<file path="src/rtl/tanh_q17_pkg.sv">
// Shared Q1.7 tanh definitions: sample type, table geometry and the
// positive-half magnitude of the forward table (x = k/8, trunc(128*tanh(x))).
package tanh_q17_pkg;

  typedef logic signed [7:0] q17_t;

  localparam int unsigned TANH_LUT_DEPTH = 96;
  localparam int unsigned TANH_ZERO_IDX  = 48;
  localparam q17_t        TANH_Q17_MAX   = 8'sh7F;
  localparam q17_t        TANH_Q17_MIN   = 8'sh81;

  // Magnitude for distance k from the zero index; saturates from k = 23.
  function automatic q17_t tanh_mag(input logic [7:0] k);
    case (k)
      8'd0:    tanh_mag = 8'sd0;
      8'd1:    tanh_mag = 8'sd15;
      8'd2:    tanh_mag = 8'sd31;
      8'd3:    tanh_mag = 8'sd45;
      8'd4:    tanh_mag = 8'sd59;
      8'd5:    tanh_mag = 8'sd70;
      8'd6:    tanh_mag = 8'sd81;
      8'd7:    tanh_mag = 8'sd90;
      8'd8:    tanh_mag = 8'sd97;
      8'd9:    tanh_mag = 8'sd103;
      8'd10:   tanh_mag = 8'sd108;
      8'd11:   tanh_mag = 8'sd112;
      8'd12:   tanh_mag = 8'sd115;
      8'd13:   tanh_mag = 8'sd118;
      8'd14:   tanh_mag = 8'sd120;
      8'd15:   tanh_mag = 8'sd122;
      8'd16:   tanh_mag = 8'sd123;
      8'd17:   tanh_mag = 8'sd124;
      8'd18:   tanh_mag = 8'sd125;
      8'd19:   tanh_mag = 8'sd125;
      8'd20:   tanh_mag = 8'sd126;
      8'd21:   tanh_mag = 8'sd126;
      8'd22:   tanh_mag = 8'sd126;
      default: tanh_mag = TANH_Q17_MAX;
    endcase
  endfunction

endpackage

</file>
<file path="src/rtl/tanh_1_7_inv_search_if.sv">
// Request/response handshake bundle for the inverse tanh search.
interface tanh_1_7_inv_search_if #(
  parameter int unsigned IDX_W = 7
);

  logic                    in_valid;
  logic                    in_ready;
  tanh_q17_pkg::q17_t      in_value;
  logic                    out_valid;
  logic                    out_ready;
  logic [IDX_W-1:0]        out_index;
  logic                    out_exact;

  modport master (
    output in_valid, in_value, out_ready,
    input  in_ready, out_valid, out_index, out_exact
  );

  modport slave (
    input  in_valid, in_value, out_ready,
    output in_ready, out_valid, out_index, out_exact
  );

endinterface

</file>
<file path="src/rtl/tanh_1_7_lut.sv">
// Forward Q1.7 tanh table, odd-symmetric around TANH_ZERO_IDX; addresses
// beyond the valid depth read as the positive rail.
module tanh_1_7_lut
  import tanh_q17_pkg::*;
(
  input  logic [7:0] addr,
  output q17_t       data_c
);

  logic       neg_c;
  logic [7:0] dist_c;
  q17_t       mag_c;

  always_comb begin
    neg_c  = addr < 8'(TANH_ZERO_IDX);
    dist_c = neg_c ? (8'(TANH_ZERO_IDX) - addr) : (addr - 8'(TANH_ZERO_IDX));
    mag_c  = tanh_mag(dist_c);
    if (addr >= 8'(TANH_LUT_DEPTH)) begin
      data_c = TANH_Q17_MAX;
    end else if (neg_c) begin
      data_c = (mag_c == TANH_Q17_MAX) ? TANH_Q17_MIN : -mag_c;
    end else begin
      data_c = mag_c;
    end
  end

endmodule

</file>
<file path="src/rtl/tanh_1_7_inv_search.sv">
// Sequential binary search over the forward tanh table: returns the lowest
// index whose entry is >= the target, plus an exact-hit flag.
module tanh_1_7_inv_search
  import tanh_q17_pkg::*;
#(
  parameter int unsigned DEPTH  = TANH_LUT_DEPTH,
  parameter int unsigned IDX_W  = 7,
  parameter int unsigned N_ITER = 7
) (
  input  logic                    clk,
  input  logic                    rst_n,
  tanh_1_7_inv_search_if.slave    bus
);

  localparam int unsigned STEP_W = $clog2(N_ITER + 1);

  localparam logic [1:0] S_IDLE   = 2'd0;
  localparam logic [1:0] S_SEARCH = 2'd1;
  localparam logic [1:0] S_CHECK  = 2'd2;
  localparam logic [1:0] S_OUTPUT = 2'd3;

  logic [1:0]        state_q,     state_d;
  q17_t              target_q,    target_d;
  logic [IDX_W-1:0]  lo_q,        lo_d;
  logic [IDX_W-1:0]  hi_q,        hi_d;
  logic [STEP_W-1:0] step_q,      step_d;
  logic [IDX_W-1:0]  out_index_q, out_index_d;
  logic              out_exact_q, out_exact_d;
  logic              out_valid_q, out_valid_d;
  logic              in_ready_q,  in_ready_d;

  logic [IDX_W:0]    sum_c;
  logic [IDX_W-1:0]  mid_c;
  logic [7:0]        lut_addr_c;
  q17_t              lut_data_c;

  tanh_1_7_lut u_lut (
    .addr   (lut_addr_c),
    .data_c (lut_data_c)
  );

  // Single table port: probe mid while searching, re-read lo for the exact check.
  always_comb begin
    sum_c      = {1'b0, lo_q} + {1'b0, hi_q};
    mid_c      = IDX_W'(sum_c >> 1);
    lut_addr_c = (state_q == S_CHECK) ? 8'(lo_q) : 8'(mid_c);
  end

  always_comb begin
    state_d     = state_q;
    target_d    = target_q;
    lo_d        = lo_q;
    hi_d        = hi_q;
    step_d      = step_q;
    out_index_d = out_index_q;
    out_exact_d = out_exact_q;

    case (state_q)
      S_IDLE: begin
        if (bus.in_valid) begin
          target_d = bus.in_value;
          lo_d     = '0;
          hi_d     = IDX_W'(DEPTH - 1);
          step_d   = '0;
          state_d  = S_SEARCH;
        end
      end
      S_SEARCH: begin
        // Fixed step count keeps latency data-independent; converged ranges just hold.
        if (lo_q < hi_q) begin
          if (lut_data_c >= target_q) hi_d = mid_c;
          else                        lo_d = mid_c + IDX_W'(1);
        end
        step_d = step_q + STEP_W'(1);
        if (step_q == STEP_W'(N_ITER - 1)) state_d = S_CHECK;
      end
      S_CHECK: begin
        out_index_d = lo_q;
        out_exact_d = (lut_data_c == target_q);
        state_d     = S_OUTPUT;
      end
      S_OUTPUT: begin
        if (bus.out_ready) state_d = S_IDLE;
      end
      default: state_d = S_IDLE;
    endcase

    in_ready_d  = (state_d == S_IDLE);
    out_valid_d = (state_d == S_OUTPUT);
  end

  always_ff @(posedge clk) begin
    if (!rst_n) begin
      state_q     <= S_IDLE;
      target_q    <= '0;
      lo_q        <= '0;
      hi_q        <= '0;
      step_q      <= '0;
      out_index_q <= '0;
      out_exact_q <= 1'b0;
      out_valid_q <= 1'b0;
      in_ready_q  <= 1'b1;
    end else begin
      state_q     <= state_d;
      target_q    <= target_d;
      lo_q        <= lo_d;
      hi_q        <= hi_d;
      step_q      <= step_d;
      out_index_q <= out_index_d;
      out_exact_q <= out_exact_d;
      out_valid_q <= out_valid_d;
      in_ready_q  <= in_ready_d;
    end
  end

  assign bus.in_ready  = in_ready_q;
  assign bus.out_valid = out_valid_q;
  assign bus.out_index = out_index_q;
  assign bus.out_exact = out_exact_q;

endmodule

</file>
<file path="src/flat_wrapper.sv">
// flat-port wrapper written by rule: the top's interface ports become plain ports
module tanh_1_7_inv_search_flat import tanh_q17_pkg::*;
#(
  parameter int unsigned DEPTH  = TANH_LUT_DEPTH,
  parameter int unsigned IDX_W  = 7,
  parameter int unsigned N_ITER = 7
)
  (clk, rst_n, bus_in_valid, bus_in_value, bus_out_ready, bus_in_ready, bus_out_valid, bus_out_index, bus_out_exact);
  tanh_1_7_inv_search_if #(.IDX_W(IDX_W)) bus_i ();
  input  logic clk;
  input  logic rst_n;
  input wire logic [$bits(bus_i.in_valid)-1:0] bus_in_valid;
  input wire logic [$bits(bus_i.in_value)-1:0] bus_in_value;
  input wire logic [$bits(bus_i.out_ready)-1:0] bus_out_ready;
  output wire logic [$bits(bus_i.in_ready)-1:0] bus_in_ready;
  output wire logic [$bits(bus_i.out_valid)-1:0] bus_out_valid;
  output wire logic [$bits(bus_i.out_index)-1:0] bus_out_index;
  output wire logic [$bits(bus_i.out_exact)-1:0] bus_out_exact;
  assign bus_i.in_valid = bus_in_valid;
  assign bus_i.in_value = bus_in_value;
  assign bus_i.out_ready = bus_out_ready;
  assign bus_in_ready = bus_i.in_ready;
  assign bus_out_valid = bus_i.out_valid;
  assign bus_out_index = bus_i.out_index;
  assign bus_out_exact = bus_i.out_exact;
  tanh_1_7_inv_search #(.DEPTH(DEPTH), .IDX_W(IDX_W), .N_ITER(N_ITER)) u_core (.clk(clk), .rst_n(rst_n), .bus(bus_i));
endmodule
</file>
<file path="config.mk">
export PLATFORM = sky130hd
export DESIGN_NAME = tanh_1_7_inv_search_flat
export DESIGN_NICKNAME = d
export VERILOG_FILES = /design/src/rtl/tanh_q17_pkg.sv /design/src/rtl/tanh_1_7_inv_search_if.sv /design/src/rtl/tanh_1_7_lut.sv /design/src/rtl/tanh_1_7_inv_search.sv /design/src/flat_wrapper.sv
export SDC_FILE = /design/constraint.sdc
export NUM_CORES = 1
export LEC_CHECK = 0
export BUFFER_PORTS_ARGS = -buffer_cell sky130_fd_sc_hd__buf_2
export CAP_MARGIN = 20
export CORE_ASPECT_RATIO = 1.75
export CORE_MARGIN = 5
export CORE_UTILIZATION = 55
export CTS_CLUSTER_DIAMETER = 200
export CTS_CLUSTER_SIZE = 12
export DETAILED_ROUTE_END_ITERATION = 7
export PLACE_DENSITY = 0.79
export SETUP_SLACK_MARGIN = 0.1
export SYNTH_ARGS = -nofsm -noshare
export SYNTH_HDL_FRONTEND = slang
export SYNTH_SLANG_ARGS = --single-unit
</file>
<file path="constraint.sdc">
create_clock -name clk -period 7.22 [get_ports clk]
set_clock_uncertainty 0.05 [all_clocks]
set_input_delay 0.722 -clock clk [delete_from_list [all_inputs] [get_ports clk]]
set_output_delay 0.722 -clock clk [all_outputs]
set_load 0.02 [all_outputs]
</file>
==> flow_metrics.tcl <==
set metrics [dict create \
    antennaDiodeCount 0 \
    clk_pin_slew_worst_paths_ns 0.07 \
    timing.critical_path.required_ns 7.36 \
    pwr_density_cell_nw_per_um2 324 \
    max_slew_margin_pct 55.8 \
    synth_flop_cell "sky130_fd_sc_hd__dfxtp_1" \
    syn-num-nets 421 \
    transition_at_the_pin_with_the_smallest_max_transition_slack_ns 0.663 \
    critPathTopFamily "compound AO/OA/AOI/OAI gates" \
    async_s_r_ff_share_synth_pct 0 \
    fp.dieW_um 67.2 \
    cell_internal_pwr_uw 607 \
    hold_viol 0 \
    synth_sequential_area_ratio_pct 23.5 \
    floorplan.initialDensity_pct 56.5 \
    dp_hpwl_mm 5.56 \
    floorplan.die.height_um 110 \
    drt_iter0_markers 148 \
    drv_slew 0 \
    vdd.ir_drop.worst_v 0.000170 \
    layout-drive-gt1-share_pct 17.9 \
    coreArea_um2 5590 \
    number_of_library_cell_types_mapped_by_synthesis 74 \
    clock_insertion_delay_worst_skew_ns 0.30 \
    criticalPathCategory "reg -> reg" \
    outcome "finished, final reports clean" \
    rsz0062_at_grt "no" \
    detailed_place.area_um2 3310 \
    final_setup_violation_count 0 \
    setup.worst_path.end_class "flip-flop" \
    timing.final.ws_setup_ns 0.780 \
    cpMostUsedCell "sky130_fd_sc_hd__ha_1" \
    num_vias 2716 \
    floorplan.io_pins 22 \
    largest_area_contributor_in_the_synthesized_netlist "sky130_fd_sc_hd__dfxtp_1" \
    totalNegativeSetupSlack_ns 0 \
    cts_max_path_buffers 2 \
    synthesis.yosys.warnings 0 \
    wire_length_of_the_first_global_routing_pass_mm 11.9 \
    io_buffer_count 21 \
    post_cts.repair.setup_buffers 0 \
    hold_class "reg -> reg" \
    timing.final.crit_share_pct 89.2 \
    critical_path_arrival_ns 6.58 \
    preCtsSetupSlack_ns 0.648 \
    synth_edf_count 0 \
    top_library_cells_by_usage_in_the_layout_fill_and_taps_aside "55 x sky130_fd_sc_hd__nand2_1, 37 x sky130_fd_sc_hd__dfxtp_1, 29 x sky130_fd_sc_hd__ha_1, 27 x sky130_fd_sc_hd__nor2_1, 22 x sky130_fd_sc_hd__inv_1" \
    cts_hold_buffers 0 \
    grt_usage_pct 20.8 \
    sw_frac_of_total_pct 45.3 \
    viasPerCell 5.75 \
    nets 437 \
    clock_power_share_pct 14.0 \
    pwr-share-seq_pct 21.0 \
    antenna_found_initial 0 \
    htreeDepth 2 \
    combPwrFrac_pct 64.9 \
    postSynthRegisterBits 37 \
    cts_tree "yes" \
    maxClockFrequency_mhz 155 \
    syn-cell-area_um2 3150 \
    flow.area_growth_from_synthesis_pct 8.37 \
    routed_wl_mm 7.06 \
    number_of_global_route_vias_before_repair 2641 \
    critPathLaunchType "flip-flop" \
    core.rowCount 36 \
    synth.top_cells.by_area "sky130_fd_sc_hd__dfxtp_1 23%, sky130_fd_sc_hd__ha_1 12%, sky130_fd_sc_hd__nand2_1 6.5%" \
    path_buf_inv 1 \
    power.static_leakage_nw 1.41 \
    post-route-min-period_ns 6.44 \
    switchingPower_uw 502 \
    post-route-drc-count 0 \
    synthesis.area_per_instance_um2 8.32 \
    grt_max_degree 33 \
    synthesis.instances 379 \
    routed_wire_length_per_instance_um 15.0 \
    cts_made_buffers 5 \
    worst_path_largest_cell_delay_ns 0.46 \
    clock_tree_sinks 37 \
    layout.filler_cells 527 \
    path_max_fanout 16 \
    globalplace.congestion 0.813 \
    cap_violations 0 \
    most_common_cell_after_layout_fill_and_taps_aside "sky130_fd_sc_hd__nand2_1" \
    final_area_um2 3420 \
    detail-route-antenna-nets 0 \
    post_cts_resized 0 \
    floorplan.die_area_um2 7410 \
    synth_top_area_share_pct 23.5 \
    gr_overflow_total 0 \
    cts.root.buffer_cell "sky130_fd_sc_hd__clkbuf_8" \
    crit_path_top_delay_cell "sky130_fd_sc_hd__dfxtp_1" \
    detailedRoute.firstPassIterationCount 4 \
    worst_hold_margin_ns 0.415 \
]
==> metal layers <==
layer	GRT usage (%)	share of wire [%]
met5	0	0
met4	11.2	3.1
met3	3.14	2.1
met2	37.1	54
met1	23.0	41
==> worst register-to-register path, delay by kind of cell (launching register included) <==
family / cells / cell delay (ns)
adders and majority gates: 4 / 1.25
DFF: 1 / 0.46
AOI/OAI and AO/OA: 14 / 3.14
and+or+nand+nor: 5 / 0.54
muxes: 3 / 0.83
buffers and inverters: 1 / 0.08
==> path summary, 6_finish.rpt <==
path / startpoint / endpoint / slack (ns) / depth (start not counted)
hold / removal: u_core.bus.out_index[2]$_SDFFE_PN0P_ / u_core.bus.out_index[2]$_SDFFE_PN0P_ / 0.41 / 2
setup reg to reg: u_core.lo_q[3]$_SDFFE_PN0P_ / u_core.hi_q[3]$_SDFFE_PN0P_ / 0.78 / 27
setup / recovery: u_core.lo_q[3]$_SDFFE_PN0P_ / u_core.hi_q[3]$_SDFFE_PN0P_ / 0.78 / 27
hold reg to reg: u_core.bus.out_index[2]$_SDFFE_PN0P_ / u_core.bus.out_index[2]$_SDFFE_PN0P_ / 0.41 / 2
==> cell type report <==
type | instances | area, um^2 | share of cell area, %
inverters | 22 | 82.6 | 2.42
well taps | 76 | 95.1 | 2.78
flip-flops and latches | 37 | 741 | 21.7
multi-input cells | 306 | 2280 | 66.8
clock buffers | 6 | 82.6 | 2.42
repair buffers | 23 | 120 | 3.51
clock inverters | 2 | 13.8 | 0.403
==> Yosys cell counts, types with 4 or more instances <==
| cell type | number |
|---|---|
| sky130_fd_sc_hd__nand3_1 | 12 |
| sky130_fd_sc_hd__a22o_1 | 7 |
| sky130_fd_sc_hd__ha_1 | 29 |
| sky130_fd_sc_hd__dfxtp_1 | 37 |
| sky130_fd_sc_hd__a21oi_1 | 17 |
| sky130_fd_sc_hd__nand2_1 | 55 |
| sky130_fd_sc_hd__nand2b_1 | 7 |
| sky130_fd_sc_hd__mux2i_1 | 5 |
| sky130_fd_sc_hd__xnor2_1 | 12 |
| sky130_fd_sc_hd__xor2_1 | 4 |
| sky130_fd_sc_hd__clkbuf_1 | 9 |
| sky130_fd_sc_hd__a21boi_0 | 17 |
| sky130_fd_sc_hd__a21o_1 | 6 |
| sky130_fd_sc_hd__nand4_1 | 4 |
| sky130_fd_sc_hd__inv_1 | 22 |
| sky130_fd_sc_hd__and2_1 | 5 |
| sky130_fd_sc_hd__o221a_2 | 6 |
| sky130_fd_sc_hd__o21bai_1 | 4 |
| sky130_fd_sc_hd__nor2b_1 | 9 |
| sky130_fd_sc_hd__o21ai_0 | 9 |
| sky130_fd_sc_hd__nor2_1 | 27 |
==> state kept, by name, indices dropped and copies added (netlist names) <==
register / cells
u_core.bus.in_ready: 1
u_core.bus.out_exact: 1
u_core.bus.out_index: 7
u_core.bus.out_valid: 1
u_core.hi_q: 7
u_core.lo_q: 7
u_core.state_q: 2
u_core.step_q: 3
u_core.target_q: 8
==> power by group through the flow <==
| stage | clock, mW | sequential [mW] | combinational [mW] |
|---|---|---|---|
| after floorplan | 0 | 0.233 | 0.588 |
| final | 0.155 | 0.233 | 0.720 |
| after detailed placement | 0 | 0.238 | 0.715 |
| after CTS | 0.160 | 0.233 | 0.719 |
| after global placement | 0 | 0.237 | 0.697 |
| after global routing | 0.168 | 0.235 | 0.808 |
==> through the flow <==
stage	cells	utilization, %	power [mW]
after global routing	472	61.2	1.21
after floorplan	379	-	0.821
after global placement	464	59.3	0.933
after CTS	472	61.0	1.11
final	472	61.2	1.11
after detailed placement	464	59.3	0.952
==> cell families after synthesis <==
kind of cell | count (synthesis) | share of synthesized area, %
fa+ha+maj | 30 | 12.1
xor+xnor | 18 | 5.83
mux | 8 | 2.74
simple gates | 142 | 22.3
buf+inv | 36 | 4.52
compound gates | 108 | 29.0
flops | 37 | 23.5
Note: power is estimated with default switching activity, not from simulation.
